===== config.mk =====
export PLATFORM = sky130hd
export DESIGN_NAME = fetch_prefetch_queue_flat
export DESIGN_NICKNAME = d
export VERILOG_FILES = /design/src/rtl/fetch_prefetch_queue_if.sv /design/src/rtl/fetch_prefetch_queue.sv /design/src/flat_wrapper.sv
export SDC_FILE = /design/constraint.sdc
export NUM_CORES = 1
export LEC_CHECK = 0
export ABC_AREA = 0
export BUFFER_PORTS_ARGS = -buffer_cell sky130_fd_sc_hd__clkbuf_2
export CELL_PAD_IN_SITES_DETAIL_PLACEMENT = 1
export CELL_PAD_IN_SITES_GLOBAL_PLACEMENT = 2
export CORE_ASPECT_RATIO = 1.1
export CORE_MARGIN = 10
export CORE_UTILIZATION = 38
export CTS_BUF_LIST = sky130_fd_sc_hd__clkbuf_8 sky130_fd_sc_hd__clkbuf_16
export DETAILED_ROUTE_END_ITERATION = 8
export GPL_ROUTABILITY_DRIVEN = 0
export GPL_TIMING_DRIVEN = 0
export PLACE_DENSITY_LB_ADDON = 0.15
export SYNTH_ARGS = -nofsm -noshare
export SYNTH_HDL_FRONTEND = slang
export SYNTH_SLANG_ARGS = --single-unit

===== constraint.sdc =====
create_clock -name clk -period 3.7 [get_ports clk]
set_clock_uncertainty 0.2 [all_clocks]
set_input_delay 0.37 -clock clk [delete_from_list [all_inputs] [get_ports clk]]
set_output_delay 0.37 -clock clk [all_outputs]
set_load 0.01 [all_outputs]

===== src/rtl/fetch_prefetch_queue_if.sv =====
// Bundles the fetch front end's bus signals: the instruction memory port,
// the branch redirect from EX/MEM and the decode-side valid/ready drain.
//   master : the fetch queue (drives imem_addr, out_*, count)
//   slave  : the environment (instruction memory, branch unit, IF/ID consumer)
// Signals:
//   imem_addr      fetch PC presented to instruction memory
//   imem_rdata     instruction word, combinational from imem_addr
//   redirect_valid taken branch, flush and reload fetch PC
//   redirect_pc    branch target
//   out_valid      queue head valid
//   out_ready      consumer accepts the head this cycle
//   out_pc         PC of the head entry
//   out_instr      instruction of the head entry
//   count          occupied entries, 0..DEPTH
interface fetch_prefetch_queue_if #(
  parameter int DEPTH       = 4,
  parameter int PC_WIDTH    = 64,
  parameter int INSTR_WIDTH = 32
);
  localparam int CNT_W = $clog2(DEPTH) + 1;

  logic [PC_WIDTH-1:0]    imem_addr;
  logic [INSTR_WIDTH-1:0] imem_rdata;
  logic                   redirect_valid;
  logic [PC_WIDTH-1:0]    redirect_pc;
  logic                   out_valid;
  logic                   out_ready;
  logic [PC_WIDTH-1:0]    out_pc;
  logic [INSTR_WIDTH-1:0] out_instr;
  logic [CNT_W-1:0]       count;

  modport master (
    output imem_addr,
    input  imem_rdata,
    input  redirect_valid,
    input  redirect_pc,
    output out_valid,
    input  out_ready,
    output out_pc,
    output out_instr,
    output count
  );

  modport slave (
    input  imem_addr,
    output imem_rdata,
    output redirect_valid,
    output redirect_pc,
    input  out_valid,
    output out_ready,
    input  out_pc,
    input  out_instr,
    input  count
  );
endinterface


===== src/rtl/fetch_prefetch_queue.sv =====
// Instruction-fetch front end. Owns the fetch PC, drives the instruction
// memory address and buffers {pc, instruction} pairs in a DEPTH-entry FIFO
// drained by the decode stage with valid/ready. A taken branch redirects
// fetch and flushes every buffered entry.
// Ports:
//   clk    rising-edge clock for all state
//   reset  asynchronous, active-high; clears fetch PC, pointers and count
//   bus    fetch_prefetch_queue_if.master (memory port, redirect, drain)
module fetch_prefetch_queue #(
  parameter int                   DEPTH       = 4,
  parameter int                   PC_WIDTH    = 64,
  parameter int                   INSTR_WIDTH = 32,
  parameter logic [PC_WIDTH-1:0]  RESET_PC    = '0
) (
  input  logic                       clk,
  input  logic                       reset,
  fetch_prefetch_queue_if.master     bus
);

  localparam int PTR_W = $clog2(DEPTH);
  localparam int CNT_W = PTR_W + 1;

  logic [PC_WIDTH-1:0]    fetch_pc;
  logic [PTR_W-1:0]       rd_ptr;
  logic [PTR_W-1:0]       wr_ptr;
  logic [CNT_W-1:0]       occ;

  // Payload storage: no reset needed, occupancy gates every read.
  logic [PC_WIDTH-1:0]    pc_mem    [DEPTH];
  logic [INSTR_WIDTH-1:0] instr_mem [DEPTH];

  logic empty;
  logic full;
  logic pop;
  logic push;

  assign empty = (occ == '0);
  assign full  = (occ == CNT_W'(DEPTH));
  assign pop   = ~empty & bus.out_ready;
  // A pop frees a slot in the same cycle, so a full queue still accepts
  // a new fetch when the head is being drained.
  assign push  = ~bus.redirect_valid & (~full | pop);

  always_ff @(posedge clk or posedge reset) begin
    if (reset) begin
      fetch_pc <= RESET_PC;
      rd_ptr   <= '0;
      wr_ptr   <= '0;
      occ      <= '0;
    end else if (bus.redirect_valid) begin
      // Flush: any head popped this cycle already belongs to the consumer.
      fetch_pc <= bus.redirect_pc & ~PC_WIDTH'(3);
      rd_ptr   <= '0;
      wr_ptr   <= '0;
      occ      <= '0;
    end else begin
      if (push) begin
        wr_ptr   <= wr_ptr + 1'b1;
        fetch_pc <= fetch_pc + PC_WIDTH'(4);
      end
      if (pop) begin
        rd_ptr <= rd_ptr + 1'b1;
      end
      case ({push, pop})
        2'b10:   occ <= occ + 1'b1;
        2'b01:   occ <= occ - 1'b1;
        default: occ <= occ;
      endcase
    end
  end

  always_ff @(posedge clk) begin
    if (push) begin
      pc_mem[wr_ptr]    <= fetch_pc;
      instr_mem[wr_ptr] <= bus.imem_rdata;
    end
  end

  assign bus.imem_addr = fetch_pc;
  assign bus.count     = occ;
  assign bus.out_valid = ~empty;
  assign bus.out_pc    = empty ? '0 : pc_mem[rd_ptr];
  assign bus.out_instr = empty ? '0 : instr_mem[rd_ptr];

endmodule


===== src/flat_wrapper.sv =====
// flat-port wrapper written by rule: the top's interface ports become plain ports
module fetch_prefetch_queue_flat 
#(
  parameter int                   DEPTH       = 4,
  parameter int                   PC_WIDTH    = 64,
  parameter int                   INSTR_WIDTH = 32,
  parameter logic [PC_WIDTH-1:0]  RESET_PC    = '0
)
  (clk, reset, bus_imem_addr, bus_imem_rdata, bus_redirect_valid, bus_redirect_pc, bus_out_valid, bus_out_ready, bus_out_pc, bus_out_instr, bus_count);
  fetch_prefetch_queue_if #(.DEPTH(DEPTH), .PC_WIDTH(PC_WIDTH), .INSTR_WIDTH(INSTR_WIDTH)) bus_i ();
  input  logic clk;
  input  logic reset;
  output wire logic [$bits(bus_i.imem_addr)-1:0] bus_imem_addr;
  input wire logic [$bits(bus_i.imem_rdata)-1:0] bus_imem_rdata;
  input wire logic [$bits(bus_i.redirect_valid)-1:0] bus_redirect_valid;
  input wire logic [$bits(bus_i.redirect_pc)-1:0] bus_redirect_pc;
  output wire logic [$bits(bus_i.out_valid)-1:0] bus_out_valid;
  input wire logic [$bits(bus_i.out_ready)-1:0] bus_out_ready;
  output wire logic [$bits(bus_i.out_pc)-1:0] bus_out_pc;
  output wire logic [$bits(bus_i.out_instr)-1:0] bus_out_instr;
  output wire logic [$bits(bus_i.count)-1:0] bus_count;
  assign bus_imem_addr = bus_i.imem_addr;
  assign bus_i.imem_rdata = bus_imem_rdata;
  assign bus_i.redirect_valid = bus_redirect_valid;
  assign bus_i.redirect_pc = bus_redirect_pc;
  assign bus_out_valid = bus_i.out_valid;
  assign bus_i.out_ready = bus_out_ready;
  assign bus_out_pc = bus_i.out_pc;
  assign bus_out_instr = bus_i.out_instr;
  assign bus_count = bus_i.count;
  fetch_prefetch_queue #(.DEPTH(DEPTH), .PC_WIDTH(PC_WIDTH), .INSTR_WIDTH(INSTR_WIDTH), .RESET_PC(RESET_PC)) u_core (.clk(clk), .reset(reset), .bus(bus_i));
endmodule

==> results.rst, run 1 <==
.. list-table::
   :header-rows: 1

   * - Metric
     - Value
   * - Wire length reported by the detailed router
     - 52000 microns
   * - Largest net degree at the start of global routing
     - 49
   * - Adder and majority gate portion of the synthesized area
     - 0.452%
   * - Combined area of all synthesized cells
     - 18300 sq um
   * - Clock network fraction of total power
     - 32.2%
   * - Data arrival time of the critical path
     - 2.93 ns
   * - Overall power
     - 14300 uW
   * - Setup fix buffers added after clock tree synthesis
     - 0
   * - Sequential share of power
     - 43.4%
   * - Initial cell density of the core
     - 38.3%
   * - Number of hold violations in the final report
     - 0
   * - Vias per cell
     - 5.12
   * - R2r startpoint
     - u_core.bus.imem_addr[8]$_DFFE_PP0P_
   * - Static power due to leakage
     - 0.00828 uW
   * - Source of the worst hold timing path
     - bus_out_ready
   * - Number of distinct standard cells referenced by the synthesized netlist
     - 51
   * - Number of storage elements in the synthesis netlist
     - 445
   * - DRT antenna net count
     - 0
   * - YS warnings
     - 0
   * - First DRT Iteration DRCs
     - 574
   * - Slew Viols, Final
     - 0
   * - Number of antenna violations at the first check in global routing
     - 1
   * - Placement-stage worst setup slack
     - 0.0352 ns
   * - Global-route wire length before repair
     - 78600 microns
   * - Critical setup path kind
     - reg -> out
   * - Internal Power
     - 10100 uW
   * - Root cell of the clock tree
     - sky130_fd_sc_hd__clkbuf_16
   * - # Max-Cap Violations
     - 0
   * - Buffers on Ports
     - 256
   * - Cell type with the largest total area after synthesis
     - sky130_fd_sc_hd__edfxtp_1
   * - Type of the most critical hold path
     - in -> reg
   * - GRT overflow
     - 0
   * - Antenna Cells
     - 0
   * - Cell row count
     - 84
   * - Number of cells on the worst reg-to-reg path
     - 6
   * - Drt drc
     - 0
   * - Synthesized-area fraction occupied by xor and xnor cells
     - 1.72%
   * - Crit share post-route
     - 94.5%
   * - Number of standard cells after synthesis
     - 1077
   * - Sw Share
     - 29.3%
   * - Clock Latency Late Sink
     - 0.58 ns
   * - Crit path max fanout
     - 10
   * - Detailed-placement wirelength estimate
     - 35000 microns
   * - Status
     - finished, final reports clean
   * - Maximum ir drop on the vdd rail
     - 350 uV
   * - Final non-filler cell area
     - 23100 sq um
   * - Fraction of the mapped netlist area in compound gates
     - 2.85%
   * - Overall via count from detail_route
     - 11100
   * - Clock sink count
     - 445
   * - Average footprint of a synthesized cell
     - 17.0 sq um
   * - Number of setup violations in the final report
     - 0
   * - Fraction of registers with async set/reset
     - 15.5%
   * - Worst hold stages
     - 3
   * - Fraction of post-synthesis cell area in the top cell type by area
     - 61.8%
   * - Slew at the pin closest to its max-slew limit
     - 1.08 ns
   * - Synth-to-layout area growth
     - 26.3%
   * - Clk slew on worst S/H paths
     - 0.06 ns
   * - Reg-to-reg critical path endpoint
     - u_core.bus.imem_addr[26]$_DFFE_PP0P_
   * - GRT Overall Usage
     - 18.0%
   * - Unrepaired setup endpoints after global routing
     - false
   * - Maximum achievable frequency
     - 286 MHz
   * - CORE AREA
     - 47700 sq um
   * - Layout cells sized above 1
     - 30.6%
   * - DP Area
     - 20600 sq um
   * - Worst Setup Start Kind
     - register
   * - Worst slew slack as a fraction of its limit
     - 27.6%
   * - Category of the worst setup path capture point
     - primary output
   * - Routed wire per std cell
     - 23.9 microns
   * - CTS max path bufs
     - 3
   * - Die Footprint
     - 57300 sq um
   * - Hold endpoint
     - u_core.bus.count[0]$_DFFE_PP0P_
   * - Worst Path Required
     - 3.13 ns
   * - Cell types occupying the most area after synthesis
     - sky130_fd_sc_hd__edfxtp_1 62%, sky130_fd_sc_hd__mux4_2 12%, sky130_fd_sc_hd__dfrtp_1 9.4%, sky130_fd_sc_hd__and2_1 3.3%, sky130_fd_sc_hd__nand2_1 1.3%
   * - Power density over the cells
     - 619 nW/um^2
   * - Worst reg2reg setup slack
     - 0.67 ns
   * - Leading cell types by count after synthesis
     - 376 x sky130_fd_sc_hd__edfxtp_1, 96 x sky130_fd_sc_hd__and2_1, 94 x sky130_fd_sc_hd__mux4_2
   * - Post-layout minimum cycle time
     - 3.50 ns
   * - Fraction of the mapped netlist area in simple logic gates
     - 10.2%
   * - Clock tree from TritonCTS
     - built
   * - Combinational fraction of design power
     - 24.4%
   * - Count of flip-flops with a built-in enable after synthesis
     - 376
   * - Total clock buffers created by CTS
     - 48
   * - Final Worst Setup Slack
     - 0.204 ns
   * - Prevailing post-synth register cell
     - sky130_fd_sc_hd__edfxtp_1
   * - Count leader, synth
     - sky130_fd_sc_hd__edfxtp_1
   * - IO Pins
     - 264
   * - Chip Width
     - 229 microns
   * - H-Tree Level Count
     - 2
   * - Dominant combinational cell family by area after synthesis
     - multiplexers
   * - Number of global-route vias before repair
     - 12200
   * - Total Nets Final
     - 1595
   * - Sequential area share after synthesis
     - 71.2%
   * - Height of the die
     - 250 microns
   * - First-pass iteration count of the detailed router
     - 5
   * - Share of cell area taken by muxes after synthesis
     - 11.9%
   * - Final design utilization
     - 48.4%
   * - NetSw
     - 4180 uW
[how the worst max path moves through the flow]
stage	slack, ns	end	from	cells past startpoint
floorplan	0.84	u_core.instr_mem[0][0]$_DFFE_PP_	bus_out_ready	4
global placement	-0.64	u_core.instr_mem[0][27]$_DFFE_PP_	bus_redirect_valid	4
detailed placement	0.04	bus_out_pc[14]	u_core.rd_ptr[1]$_DFFE_PP0P_	6
CTS	0.01	bus_out_pc[18]	u_core.rd_ptr[0]$_DFFE_PP0P_	5
global route	0.009	bus_out_pc[39]	u_core.rd_ptr[0]$_DFFE_PP0P_	6
finish	0.20	bus_out_pc[38]	u_core.rd_ptr[0]$_DFFE_PP0P_	6
[repair_timing]
action                                  CTS  global route
endpoints found under the setup margin   59            21
endpoints found under the hold margin   259             0
resized for setup                        10             4
hold buffers                             95             0
[state kept, by name, summed over array words and instances (netlist names)]
signal and count:
u_core.rd_ptr 2, u_core.wr_ptr 2, u_core.pc_mem 248, u_core.bus.count 3, u_core.bus.imem_addr 62, u_core.instr_mem 128
[layout by cell type, fill, tap and decap left out, drive strengths merged, types with 24 or more instances in the layout]
cell type,count
nand2,64
nand4,26
dlygate4sd3,95
clkbuf,352
nor2,36
and2,96
o21ai,49
mux4,94
nand3,31
edfxtp,376
dfrtp,69
inv,27
buf,24
[worst max-delay path, stage by stage, from the launching register on]
cell                       delay (ns)
sky130_fd_sc_hd__dfrtp_1         0.32
sky130_fd_sc_hd__clkbuf_1        0.36
sky130_fd_sc_hd__buf_4           0.37
sky130_fd_sc_hd__buf_2           0.43
sky130_fd_sc_hd__mux4_2          0.56
sky130_fd_sc_hd__and2_1          0.17
sky130_fd_sc_hd__clkbuf_2        0.13
[metrics by stage]
| step | instances | setup TNS, ns | hold slack [ns] |
|---|---|---|---|
| floorplan | 1080 | 0 | 0.269 |
| finish | 2173 | 0 | 0.0532 |
| CTS | 2174 | 0 | 0.00450 |
| detailed placement | 1990 | 0 | 0.171 |
| global route | 2173 | 0 | 0.0577 |
| global placement | 1981 | -238.36 | 0.353 |
[kinds of logic (layout without fill, tap and decap cells)]
| kind of cell | Yosys count | in the layout |
|---|---|---|
| buffers and inverters | 72 | 520 |
| AO/OA/AOI/OAI | 88 | 88 |
| XOR/XNOR | 36 | 36 |
| flip-flops | 445 | 445 |
| other | 1 | 4 |
| AND/OR/NAND/NOR | 330 | 330 |
| multiplexers | 99 | 99 |
| adder cells (fa/ha/maj) | 6 | 6 |
[layout make-up]
| class | instances | area, sq um |
|---|---|---|
| fillers | 4727 | 24600 |
| flip-flops and latches | 445 | 13000 |
| multi-input cells | 563 | 4990 |
| repair buffers | 360 | 2440 |
| clock buffers | 52 | 1260 |
| well taps | 645 | 807 |
| plain buffers | 59 | 270 |
| clock inverters | 37 | 253 |
| inverters | 12 | 47.5 |
[metal layers]
layer	routed length, microns	share of wire, %	vias to the layer above	track usage [%]
met5	0	0	-	0
met3	2280	4.4	52	3.78
met2	26800	52	227	31.4
li1	-	-	5043	-
met4	930	1.8	0	4.11
met1	22000	42	5812	22.5
[power groups by stage]
stage | clock network, uW | registers, uW | logic [uW]
2_1_floorplan | 0 | 6260 | 1970
3_3_place_gp | 0 | 6310 | 3440
3_5_place_dp | 0 | 6320 | 3510
4_1_cts | 4730 | 6210 | 3610
5_1_grt | 4930 | 6260 | 3820
6_report | 4600 | 6210 | 3480
Power figures use the tool's default switching activity.
==> run 2, diff against run 1 <==
Settings changed: CORE_UTILIZATION 38 to 39, CTS_BUF_LIST sky130_fd_sc_hd__clkbuf_8 sky130_fd_sc_hd__clkbuf_16 to sky130_fd_sc_hd__clkbuf_2.
==> run 2 against run 1 <==
  * Sequential share of layout area shrank 1.9 points
  * Final area grew 3.4%
  * Clock-buffer cell count grew 115
  * Routed wire length grew 2.0%
  * Sequential power is essentially flat
  * Critical path depth shrank 1
  * Global-route usage grew 1.2 points
==> results.rst, run 2 (synthesis gave the netlist of run 1 again) <==
.. list-table::
   :header-rows: 1

   * - Metric
     - Value
   * - Status
     - finished, final reports clean
   * - Root cell of the clock tree
     - sky130_fd_sc_hd__clkbuf_2
   * - Height of the die
     - 247 microns (-1.2%)
   * - CORE AREA
     - 46500 sq um (-2.5%)
   * - Number of global-route vias before repair
     - 13600 (+12%)
   * - Total Nets Final
     - 1783 (+12%)
   * - Combinational fraction of design power
     - 27.6% (+3.2 points)
   * - Category of the worst setup path capture point
     - primary output
   * - GRT overflow
     - 0 (unchanged)
   * - Power density over the cells
     - 553 nW/um^2 (-11%)
   * - Overall via count from detail_route
     - 12100 (+8.3%)
   * - Crit share post-route
     - 95.1% (+0.64 points)
   * - Final Worst Setup Slack
     - 0.180 ns (-0.0235 ns)
   * - Routed wire per std cell
     - 22.4 microns (-6.5%)
   * - First-pass iteration count of the detailed router
     - 7 (+2)
   * - Fill cell count
     - 4706 (-0.44%)
   * - Area of all sequential standard cells
     - 13000 sq um (about the same)
   * - Internal Power
     - 8890 uW (-12%)
   * - Wire length reported by the detailed router
     - 53000 microns (+2.0%)
   * - Clk slew on worst S/H paths
     - 0.10 ns (+0.04 ns)
   * - Worst slew slack as a fraction of its limit
     - 27.5% (-0.10 points)
   * - Chip Width
     - 226 microns (-1.2%)
   * - Initial cell density of the core
     - 39.3% (+0.98 points)
   * - Worst reg2reg setup slack
     - 0.30 ns (-0.37 ns)
   * - Clock sink count
     - 445 (unchanged)
   * - Crit path max fanout
     - 10 (unchanged)
   * - Post-layout minimum cycle time
     - 3.52 ns (+0.0235 ns)
   * - Final non-filler cell area
     - 23900 sq um (+3.4%)
   * - Layout cells sized above 1
     - 33.1% (+2.5 points)
   * - Total clock buffers created by CTS
     - 113 (+140%)
   * - DP Area
     - 20500 sq um (-0.40%)
   * - Slowest stage delay, CP
     - 0.52 ns (-0.04 ns)
   * - Sum of buffers and inverters on the critical path
     - 3 (-1)
   * - Slew at the pin closest to its max-slew limit
     - 1.08 ns (-0.00560 ns)
   * - Detailed-placement wirelength estimate
     - 34300 microns (-2.2%)
   * - Number of hold violations in the final report
     - 0 (unchanged)
   * - Placement-stage worst setup slack
     - 0.0414 ns (+0.00626 ns)
   * - Ordered cell list for the critical path
     - buf_8, buf_6, mux4_2, and2_1, clkbuf_2
   * - IO Pins
     - 264 (unchanged)
   * - Source of the worst hold timing path
     - bus_out_ready
   * - Multi-input gate area in the final layout
     - 5020 sq um (+0.55%)
   * - Gate family responsible for the most delay along the worst path
     - buffers and inverters
   * - R2r startpoint
     - u_core.bus.imem_addr[9]$_DFFE_PP0P_
   * - Clock Latency Late Sink
     - 1.11 ns (+0.53 ns)
   * - Drt drc
     - 0 (unchanged)
   * - Cell row count
     - 83 (-1.2%)
   * - Maximum achievable frequency
     - 284 MHz (-0.67%)
   * - Sw Share
     - 32.6% (+3.3 points)
   * - Critical setup path kind
     - reg -> out
   * - # Max-Cap Violations
     - 0 (unchanged)
   * - Sequential share of power
     - 47.1% (+3.7 points)
   * - Slowest stage cell on the critical path
     - sky130_fd_sc_hd__mux4_2
   * - Worst hold stages
     - 4 (+1)
   * - Worst Setup Start Kind
     - register
   * - Data arrival time of the critical path
     - 2.95 ns (+0.02 ns)
   * - Clock tree from TritonCTS
     - built
   * - Setup fix buffers added after clock tree synthesis
     - 0 (unchanged)
   * - Vias per cell
     - 5.09 (-0.64%)
   * - NetSw
     - 4300 uW (+2.8%)
   * - Synth-to-layout area growth
     - 30.6%
   * - Hold endpoint
     - u_core.bus.count[1]$_DFFE_PP0P_
   * - GRT Overall Usage
     - 19.2% (+1.2 points)
   * - CTS max path bufs
     - 3 (unchanged)
   * - Reg-to-reg critical path endpoint
     - u_core.bus.imem_addr[28]$_DFFE_PP0P_
   * - Maximum ir drop on the vdd rail
     - 265 uV (-24%)
   * - Flip-flop count of the largest register after layout
     - 248 (unchanged)
   * - Global-route wire length before repair
     - 80800 microns (+2.8%)
   * - Register bank with the most flops
     - u_core.pc_mem
   * - Number of setup violations in the final report
     - 0 (unchanged)
   * - Clock network fraction of total power
     - 25.3% (-6.9 points)
   * - Buffers on Ports
     - 256 (unchanged)
   * - Number of cells on the critical path
     - 5 (-1)
   * - Highest-count cells in the layout ignoring fill and taps
     - 427 x sky130_fd_sc_hd__clkbuf_2, 376 x sky130_fd_sc_hd__edfxtp_1, 221 x sky130_fd_sc_hd__dlygate4sd3_1
   * - DRT antenna net count
     - 0 (unchanged)
   * - H-Tree Level Count
     - 3 (+1)
   * - Type of the most critical hold path
     - in -> reg
   * - Most common cell after layout, fill and taps aside
     - sky130_fd_sc_hd__clkbuf_2
   * - Die Footprint
     - 55900 sq um (-2.4%)
   * - Largest net degree at the start of global routing
     - 51 (+4.1%)
   * - Worst Path Required
     - 3.13 ns (about the same)
   * - First DRT Iteration DRCs
     - 706 (+23%)
   * - Number of antenna violations at the first check in global routing
     - 1 (unchanged)
   * - Number of cells on the worst reg-to-reg path
     - 8 (+2)
   * - Slew Viols, Final
     - 0 (unchanged)
   * - Static power due to leakage
     - 0.00883 uW (+6.7%)
[run 2: cell types whose count changed in the layout (fill, tap and decap cells not counted), sizes merged, moves of 2 or more]
cell,change
bufinv,-2
clkbuf,+110
clkinvlp,+2
buf,+2
clkinv,+22
inv,-15
dlygate4sd3,+126
[run 2: final cells by class]
type                       count  area share (%)
inverter                      12           0.199
antenna                        1          0.0105
clock inverter                44           0.870
tap                          595            3.12
sequential                   445            54.5
clock buffer                 167            3.50
multi-input combinational    563            21.0
buffer                        57            1.33
timing repair buffer         485            15.4
[run 2: per-layer routing]
metal	part of all wire [%]	vias up	global-route usage [%]
li1	-	5494	-
met1	41	6195	22.9
met2	52	291	33.6
met3	4.6	81	3.93
met4	2.3	0	7.07
met5	0	-	0
[run 2: worst max-delay path by stage]
stage                                               start                               end  slack (ns)
after detailed placement     u_core.rd_ptr[1]$_DFFE_PP0P_                    bus_out_pc[14]        0.04
final                        u_core.rd_ptr[0]$_DFFE_PP0P_                    bus_out_pc[28]        0.18
after CTS                    u_core.rd_ptr[0]$_DFFE_PP0P_                    bus_out_pc[28]       0.004
after global placement                 bus_redirect_valid    u_core.pc_mem[1][45]$_DFFE_PP_       -0.64
after global routing      u_core.bus.count[0]$_DFFE_PP0P_                    bus_out_pc[46]       -0.02
after floorplan                             bus_out_ready  u_core.instr_mem[0][0]$_DFFE_PP_        0.84
[run 2: per-stage QoR]
step	instances	hold WS (ns)	TNS [ns]	total power, uW	utilization [%]
global placement	1931	0.361	-227.53	9720	43.7
floorplan	1080	0.269	0	8230	-
CTS	2368	0.0302	0	13400	51.3
detailed placement	1939	0.241	0	9800	44.1
finish	2369	0.188	0	13200	51.3
global route	2369	0.147	-0.101	14000	51.3
[run 2: repair_timing]
action / CTS / global route
hold buffers: 221 / 0
endpoints found under the hold margin: 266 / 0
resized for setup: 38 / 4
setup endpoints to repair: 94 / 9
[run 2: tightest hold or removal path, cell delays in order]
cell and delay (ns):
sky130_fd_sc_hd__dlygate4sd3_1 0.58, sky130_fd_sc_hd__clkbuf_1 0.24, sky130_fd_sc_hd__o21ai_0 0.20, sky130_fd_sc_hd__a21oi_1 0.06
[run 2: power by group through the flow]
stage	logic [uW]	clock network (uW)	registers, uW
after floorplan	1970	0	6260
after global placement	3410	0	6310
after detailed placement	3480	0	6320
after CTS	3730	3470	6220
after global routing	3970	3730	6280
final	3640	3330	6220
